File: src/rtl/mem_pkg.sv
// Shared types and constants for the data-port arbiter: FSM states, requester ids,
// default widths and the latched-access record.
package mem_pkg;

  localparam int AW_DEF = 16;
  localparam int DW_DEF = 16;
  localparam int CNT_W  = 8;

  localparam logic REQ_CPU    = 1'b0;
  localparam logic REQ_LOADER = 1'b1;

  typedef enum logic [1:0] {
    IDLE   = 2'd0,
    ACCESS = 2'd1,
    RDWAIT = 2'd2
  } state_t;

  typedef struct packed {
    logic we;
    logic id;
  } acc_t;

  function automatic logic [1:0] req_onehot(input logic id);
    return (id == REQ_LOADER) ? 2'b10 : 2'b01;
  endfunction

endpackage

File: src/rtl/rr_lock_sel.sv
// Winner selection: a locking owner keeps the port while under its grant budget,
// otherwise round-robin favouring the requester that did not win last.
module rr_lock_sel
  import mem_pkg::*;
#(
  parameter int LOCK_MAX = 8
) (
  input  logic [1:0]       req_i,
  input  logic             last_i,
  input  logic             lock_vld_i,
  input  logic             lock_id_i,
  input  logic [CNT_W-1:0] lock_cnt_i,
  output logic             win_o
);

  localparam logic [CNT_W-1:0] LMAX = CNT_W'(LOCK_MAX);

  logic other;
  logic hold;

  assign other = ~last_i;
  assign hold  = lock_vld_i && (lock_cnt_i < LMAX) && req_i[lock_id_i];

  // win_o is only consumed when some req bit is set, so falling back to last_i is safe
  always_comb begin
    if (hold)               win_o = lock_id_i;
    else if (req_i[other])  win_o = other;
    else                    win_o = last_i;
  end

endmodule

File: src/rtl/mem_port_arbiter.sv
// Two-requester arbiter for the memory data port: one access in flight, registered
// memory-side outputs, read data returned three cycles after grant.
module mem_port_arbiter
  import mem_pkg::*;
#(
  parameter int AW       = AW_DEF,
  parameter int DW       = DW_DEF,
  parameter int LOCK_MAX = 8
) (
  input  logic          clk,
  input  logic          rst,
  input  logic [1:0]    req,
  input  logic [1:0]    we,
  input  logic [1:0]    lock,
  input  logic [AW-1:0] addr0,
  input  logic [AW-1:0] addr1,
  input  logic [DW-1:0] wdata0,
  input  logic [DW-1:0] wdata1,
  output logic [1:0]    gnt,
  output logic [1:0]    rvalid,
  output logic [DW-1:0] rdata,
  output logic [AW-1:0] mem_addr,
  output logic          mem_we,
  output logic [DW-1:0] mem_wdata,
  input  logic [DW-1:0] mem_rdata
);

  localparam logic [CNT_W-1:0] LMAX = CNT_W'(LOCK_MAX);

  state_t           state_q;
  acc_t             acc_q;
  logic             last_q;
  logic             lock_vld_q, lock_vld_d;
  logic             lock_id_q,  lock_id_d;
  logic [CNT_W-1:0] lock_cnt_q, lock_cnt_d;
  logic [AW-1:0]    mem_addr_q;
  logic [DW-1:0]    mem_wdata_q;
  logic             mem_we_q;
  logic [DW-1:0]    rdata_q;
  logic [1:0]       rvalid_q;

  logic [1:0][AW-1:0] addr_a;
  logic [1:0][DW-1:0] wdata_a;
  logic               win;
  logic               grant_en;

  assign addr_a  = {addr1, addr0};
  assign wdata_a = {wdata1, wdata0};

  rr_lock_sel #(
    .LOCK_MAX (LOCK_MAX)
  ) u_sel (
    .req_i      (req),
    .last_i     (last_q),
    .lock_vld_i (lock_vld_q),
    .lock_id_i  (lock_id_q),
    .lock_cnt_i (lock_cnt_q),
    .win_o      (win)
  );

  assign grant_en = (state_q == IDLE) && (|req);
  assign gnt      = grant_en ? req_onehot(win) : 2'b00;

  // Lock bookkeeping: a run of locked grants is capped at LOCK_MAX, after which the
  // lock is dropped so the next grant goes through round-robin.
  always_comb begin
    lock_vld_d = lock_vld_q;
    lock_id_d  = lock_id_q;
    lock_cnt_d = lock_cnt_q;
    if (grant_en) begin
      if (!lock[win]) begin
        lock_vld_d = 1'b0;
        lock_cnt_d = '0;
      end else begin
        if (lock_vld_q && (lock_id_q == win)) lock_cnt_d = lock_cnt_q + CNT_W'(1);
        else                                  lock_cnt_d = CNT_W'(1);
        lock_id_d  = win;
        lock_vld_d = 1'b1;
        if (lock_cnt_d == LMAX) begin
          lock_vld_d = 1'b0;
          lock_cnt_d = '0;
        end
      end
    end
  end

  always_ff @(posedge clk or posedge rst) begin
    if (rst) begin
      state_q     <= IDLE;
      acc_q       <= '0;
      last_q      <= REQ_LOADER;
      lock_vld_q  <= 1'b0;
      lock_id_q   <= REQ_CPU;
      lock_cnt_q  <= '0;
      mem_addr_q  <= '0;
      mem_wdata_q <= '0;
      mem_we_q    <= 1'b0;
      rdata_q     <= '0;
      rvalid_q    <= 2'b00;
    end else begin
      mem_we_q   <= 1'b0;
      rvalid_q   <= 2'b00;
      lock_vld_q <= lock_vld_d;
      lock_id_q  <= lock_id_d;
      lock_cnt_q <= lock_cnt_d;
      case (state_q)
        IDLE: begin
          if (grant_en) begin
            state_q     <= ACCESS;
            last_q      <= win;
            acc_q.we    <= we[win];
            acc_q.id    <= win;
            mem_addr_q  <= addr_a[win];
            mem_wdata_q <= wdata_a[win];
            mem_we_q    <= we[win];
          end
        end
        ACCESS: state_q <= acc_q.we ? IDLE : RDWAIT;
        RDWAIT: begin
          rdata_q  <= mem_rdata;
          rvalid_q <= req_onehot(acc_q.id);
          state_q  <= IDLE;
        end
        default: state_q <= IDLE;
      endcase
    end
  end

  assign mem_addr  = mem_addr_q;
  assign mem_wdata = mem_wdata_q;
  assign mem_we    = mem_we_q;
  assign rdata     = rdata_q;
  assign rvalid    = rvalid_q;

endmodule
File: config.mk
export PLATFORM = sky130hd
export DESIGN_NAME = mem_port_arbiter
export DESIGN_NICKNAME = d
export VERILOG_FILES = /design/src/rtl/mem_pkg.sv /design/src/rtl/rr_lock_sel.sv /design/src/rtl/mem_port_arbiter.sv
export SDC_FILE = /design/constraint.sdc
export NUM_CORES = 1
export LEC_CHECK = 0
export BUFFER_PORTS_ARGS = -buffer_cell sky130_fd_sc_hd__buf_2
export CORE_ASPECT_RATIO = 1.1
export CORE_MARGIN = 4
export CORE_UTILIZATION = 35
export DETAILED_ROUTE_END_ITERATION = 16
export PLACE_DENSITY = 0.61
export SETUP_SLACK_MARGIN = 0.02
export SYNTH_ARGS = -nofsm -noshare
export SYNTH_HDL_FRONTEND = slang
export SYNTH_HIERARCHICAL = 1
export SYNTH_SLANG_ARGS = --single-unit
File: constraint.sdc
create_clock -name clk -period 2.5 [get_ports clk]
set_input_delay 0.25 -clock clk [delete_from_list [all_inputs] [get_ports clk]]
set_output_delay 0.25 -clock clk [all_outputs]
set_load 0.01 [all_outputs]
# Yosys cells after proc, flatten, opt, wreduce, memory -nomap -nowiden
# Index checks and enable logic that the tools add are counted.
[totals]
ff_bits = 66
in_bits = 88
out_inout_bits = 53
[op_classes]
n_mux = 30
n_reduce_logical = 8
bitwise = 1
n_addsub = 1
eq_ne = 5
magnitude_cmp = 4
[ops]
columns = ["operator", "count"]
rows = [
  ["$mux W16", 4],
  ["$mux W8", 5],
  ["$mux W1", 14],
  ["$mux W2", 6],
  ["$add A8 B1 Y8 const B", 1],
  ["$eq A8 B4 Y1 const B", 1],
  ["$lt A8 B4 Y1 const B", 1],
  ["$lt A1 B2 Y1 const B", 3],
  ["$logic_and A1 B1 Y1", 4],
  ["$pmux W2 S2", 1],
  ["$reduce_and A2 Y1", 2],
  ["$eq A2 B1 Y1 const B", 1],
  ["$eq A2 B2 Y1 const B", 1],
  ["$logic_not A2 Y1", 1],
  ["$ne A2 B2 Y1 const B", 1],
  ["$reduce_or A2 Y1", 1],
  ["$eq A1 B1 Y1", 1],
  ["$not A1 Y1", 1],
]

# Logic depth before layout (Yosys ltp)
[logic_depth]
ltp_word = 13
depth_mapped = 8
mapped_depth_nobuf = 8

# Hierarchy
# Netlist, hierarchy kept.
[by_module_without_submodules]
columns = ["mod", "n_inst", "cells_each", "seq_area_each_um2", "area_per_inst_um2"]
rows = [
  ["mem_port_arbiter", 1, 274, 1652.8, 2994.1],
  ["rr_lock_sel", 1, 7, 0.0, 56.3],
]

# Worst setup path after synthesis
# OpenSTA, ideal clock, no wires.
[synth_path]
path_type = "reg-to-output"
start = "register lock_cnt_q[7]"
end = "output gnt[1]"
path_buffers = 2
slack_ns = 0.382
stages_incl_launch_ff = 8
arrival_ns = 1.868
cell_sequence = "dfrtp_1 > nor4_4 > nand3_1 > a31oi_1 > buf_2 > buf_2 > nand2_1 > inv_1"
[synth_via]
elab_chain_len = 6
[synth_lines]
columns = ["element", "line_no", "text"]
rows = [
  ["start, declared", "mem_port_arbiter.sv:35", "logic [CNT_W-1:0] lock_cnt_q, lock_cnt_d;"],
  ["start signal, assigned", "mem_port_arbiter.sv:105", "lock_cnt_q <= lock_cnt_d;"],
  ["$lt A8 B4 Y1", "rr_lock_sel.sv:22", "assign hold = lock_vld_i && (lock_cnt_i < LMAX) && req_i[lock_id_i];"],
  ["$logic_and A1 B1 Y1 (2 in series)", "rr_lock_sel.sv:22", ""],
  ["$mux W1", "rr_lock_sel.sv:26", "if (hold) win_o = lock_id_i;"],
  ["via win", "mem_port_arbiter.sv:44", "logic win;"],
  ["$mux W2", "mem_pkg.sv:24", "return (id == REQ_LOADER) ? 2'b10 : 2'b01;"],
  ["$mux W2", "mem_port_arbiter.sv:62", "assign gnt = grant_en ? req_onehot(win) : 2'b00;"],
  ["end, declared", "mem_port_arbiter.sv:19", "output logic [1:0] gnt,"],
]
# The timed path passes the listed nets, and every way through them passes these cells.

# Worst setup path in the final report
[layout_path]
start = "register lock_cnt_q[7]"
end = "output gnt[0]"
# Same word-level chain as after synthesis.

==> flow_summary.toml <==
[floorplanning]
ioPinCount = 141
die_width_um = 97.0
die_height_um = 106
core.rowCount = 35
die_area_mm2 = 0.0103
initial_utilization = 0.361
placeableCoreArea_mm2 = 0.00845

[timing]
worstMarginPinSlew_ns = 0.792
layout_worst_path_cycle_share = 0.949
report.final.setup_viol = 0
relative_slew_slack = 0.472
max_clock_freq_mhz = 421
finalCriticalPeriod_ns = 2.37
final_hold_violation_count = 0
grt_setup_unrepaired = "no"
slew_viols_final = 0
worst_clock_skew_ns = 0.0116
fin_setup_tns_ns = 0

[yosys]
synth_ff_type = "dfrtp_1"
synth_nets = 370
synth.yosys.seq_area_share = 0.542
ys_seq_elements = 66
synth_area_per_cell_um2 = 10.9
mappedNetlistArea_mm2 = 0.00305
synth_largest_area_cell = "dfrtp_1"
yosys_warnings = 6
synth_area_leaders = "dfrtp_1, mux2i_1, o21ai_0"
synth_edf_count = 0
synth-async-reset-ratio = 1.00
gate_count_post_synth = 281
synth.lib_cells_used.distinct = 40
synth_top_cell_area_share = 0.533

[global_route]
grt_start_max_net_pins = 74
groute.usage.overall = 0.142
antenna_found_initial = 0
globalRouteOverflowTotal = 0
grt_pass1_vias = 2581
grt_first_pass_wirelength_um = 12000

[pwr]
worst_ir_drop_vdd_v = 0.000439
switching_power_uw = 1770
power_switching_share = 0.376
finalPower_uw = 4700
cellInternalPower_uw = 2940
power_density_mw_per_mm2 = 1140
power_frac_comb = 0.414
cellLeakagePower_uw = 0.00211
clkPwrFrac = 0.202
sequential_share_of_power = 0.384

[drt]
detailedRoute.firstPassIterationCount = 4
wl_per_cell_um = 13.1
finalWirelength_um = 7030
dr_total_vias = 2493
route.antenna.remaining_nets = 0
route.detailed.vias_per_inst = 4.63
drt_drc_violations_left = 0
drtIter0Drc = 104

[worst_setup_path]
cp-end-kind = "primary output"
worst_r2r_path_depth = 8
worstPathCellList = "nor4_4 -> nand3_1 -> a31oi_4 -> buf_12 -> nor2_1 -> buf_2"
slowest_delay_ns = 0.46
regToRegEndpoint = "lock_cnt_q[3]"
critical_path.startpoint_type = "register"
critical_path.slowest_cell = "dfrtp_1"
timing.critical_path.required_ns = 2.25
rrSetupSlack_ns = 0.18
worst-path-buf-inv = 2
cp_max_fo = 37
crit_type = "reg -> out"
timing.critical_path.arrival_ns = 2.12
critical-path-top-delay-family = "simple AND/OR/NAND/NOR gates"
r2r_start = "lock_cnt_q[7]"

[min_path]
worst_hold_path.endpoint = "rdata[13]"
whs_path_depth = 2
min_path_type = "in -> reg"
min_from = "mem_rdata[13]"

[placed_design]
portBuffers = 140
placed_wire_length_estimate_after_detailed_placement_um = 5130
gp_congestion = 0.772

[finish]
area_growth_pct = 35.3
n_antenna_cell = 0
mostFrequentLayoutCell = "buf_2"
share_of_final_layout_standard_cells_stronger_than_drive_strength_1 = 0.445
design.final.nets = 511
mostFrequentLayoutCells = "buf_2, dfrtp_1, nand2_1"

[cts]
tritoncts_clock_tree = "yes"
cts-buffers-inserted = 9
tritoncts_num_sinks = 66
cts-root-to-sink-buffers = 2
post_cts_buffers = 0
cts-root-buf = "clkbuf_8"
cts.reportedPaths.clkPinSlew_ns = 0.08
htreeDepth = 3
clkLatencyLatePin_ns = 0.34

[outcome]
run_status = "finished clean"

[job]
drv.max_cap_violation_count = 0
==> state kept, by name, summed over array words and instances (netlist names) <==
signal and cells:
rdata 16, rvalid 2, mem_we 1, acc_q 2
mem_wdata 16, last_q 1, lock_cnt_q 8, state_q 2
mem_addr 16, lock_id_q 1, lock_vld_q 1
==> metrics by stage <==
step                      hold slack (ns)  cell area [um2]   util  cells  worst slack [ns]
after CTS                           0.119             4120  0.488    538            0.0469
after global routing                0.108             4130  0.488    538            0.0421
after global placement              0.329             3890  0.461    521             0.225
after detailed placement            0.327             3890  0.461    521             0.112
after floorplan                     0.401             3050      -    281             0.382
final                               0.140             4130  0.488    538             0.126
==> synth_stat cells, drive strengths merged (2+ instances only) <==
master	count
a211oi	3
a21o	2
a21oi	5
a22o	3
and3	4
buf	10
clkbuf	6
dfrtp	65
inv	6
mux2	16
mux2i	33
nand2	48
nand2b	3
nand3	6
nor2	9
nor3b	2
o21ai	42
or2	2
xor2	2
==> layout make-up <==
type,count,area [um2]
Clock inverter,6,72.6
Clock buffer,10,138
Fill cell,788,4320
Inverter,6,22.5
Multi-Input combinational cell,193,1320
Timing Repair Buffer,146,786
Tap cell,111,139
Sequential cell,66,1650
==> worst reg2reg max path, delay by kind of cell (launching register included) <==
kind | cells | cell delay [ns]
DFF | 1 | 0.46
AOI/OAI and AO/OA | 4 | 0.95
xor gates and xnor gates | 1 | 0.16
and+or+nand+nor | 3 | 0.63
==> power groups by stage <==
stage               combinational (uW)  sequential [uW]  clock (uW)
floorplan                         1040             2010           0
global placement                  1940             1820           0
detailed placement                1990             1820           0
CTS                               1990             1810         979
global route                      2180             1880        1040
finish                            1950             1810         950
==> cell families after synthesis <==
logic type               Yosys count  share of synthesized area
AO/OA/AOI/OAI                     62                      0.125
XOR/XNOR                           3                    0.00862
adder cells (fa/ha/maj)            1                    0.00410
buffers and inverters             22                     0.0320
flip-flops                        66                      0.542
multiplexers                      49                      0.167
AND/OR/NAND/NOR                   78                      0.121
==> repair_timing <==
item                                   in CTS  in global routing
hold buffers                                1                  0
setup endpoints to repair                   1                  1
resized for setup                           2                  1
endpoints found under the hold margin      22                  0
==> how the worst max path moves through the flow <==
stage / from / to / slack (ns) / cells after the start
global placement: lock_cnt_q[7] / lock_cnt_q[0] / 0.22 / 7
finish: lock_cnt_q[7] / gnt[0] / 0.13 / 6
CTS: lock_cnt_q[7] / gnt[0] / 0.05 / 6
global route: lock_cnt_q[7] / gnt[0] / 0.04 / 6
floorplan: lock_cnt_q[7] / gnt[1] / 0.38 / 7
detailed placement: lock_cnt_q[7] / acc_q[1] / 0.11 / 7
==> routing by layer <==
| metal | vias up | wire (um) | GRT usage |
|---|---|---|---|
| met2 | 95 | 3330 | 0.233 |
| met3 | 9 | 622 | 0.0584 |
| met1 | 1129 | 3010 | 0.172 |
| li1 | 1260 | - | - |
| met5 | - | 0 | 0 |
| met4 | 0 | 67 | 0.0441 |
Power figures use the tool's default switching activity.
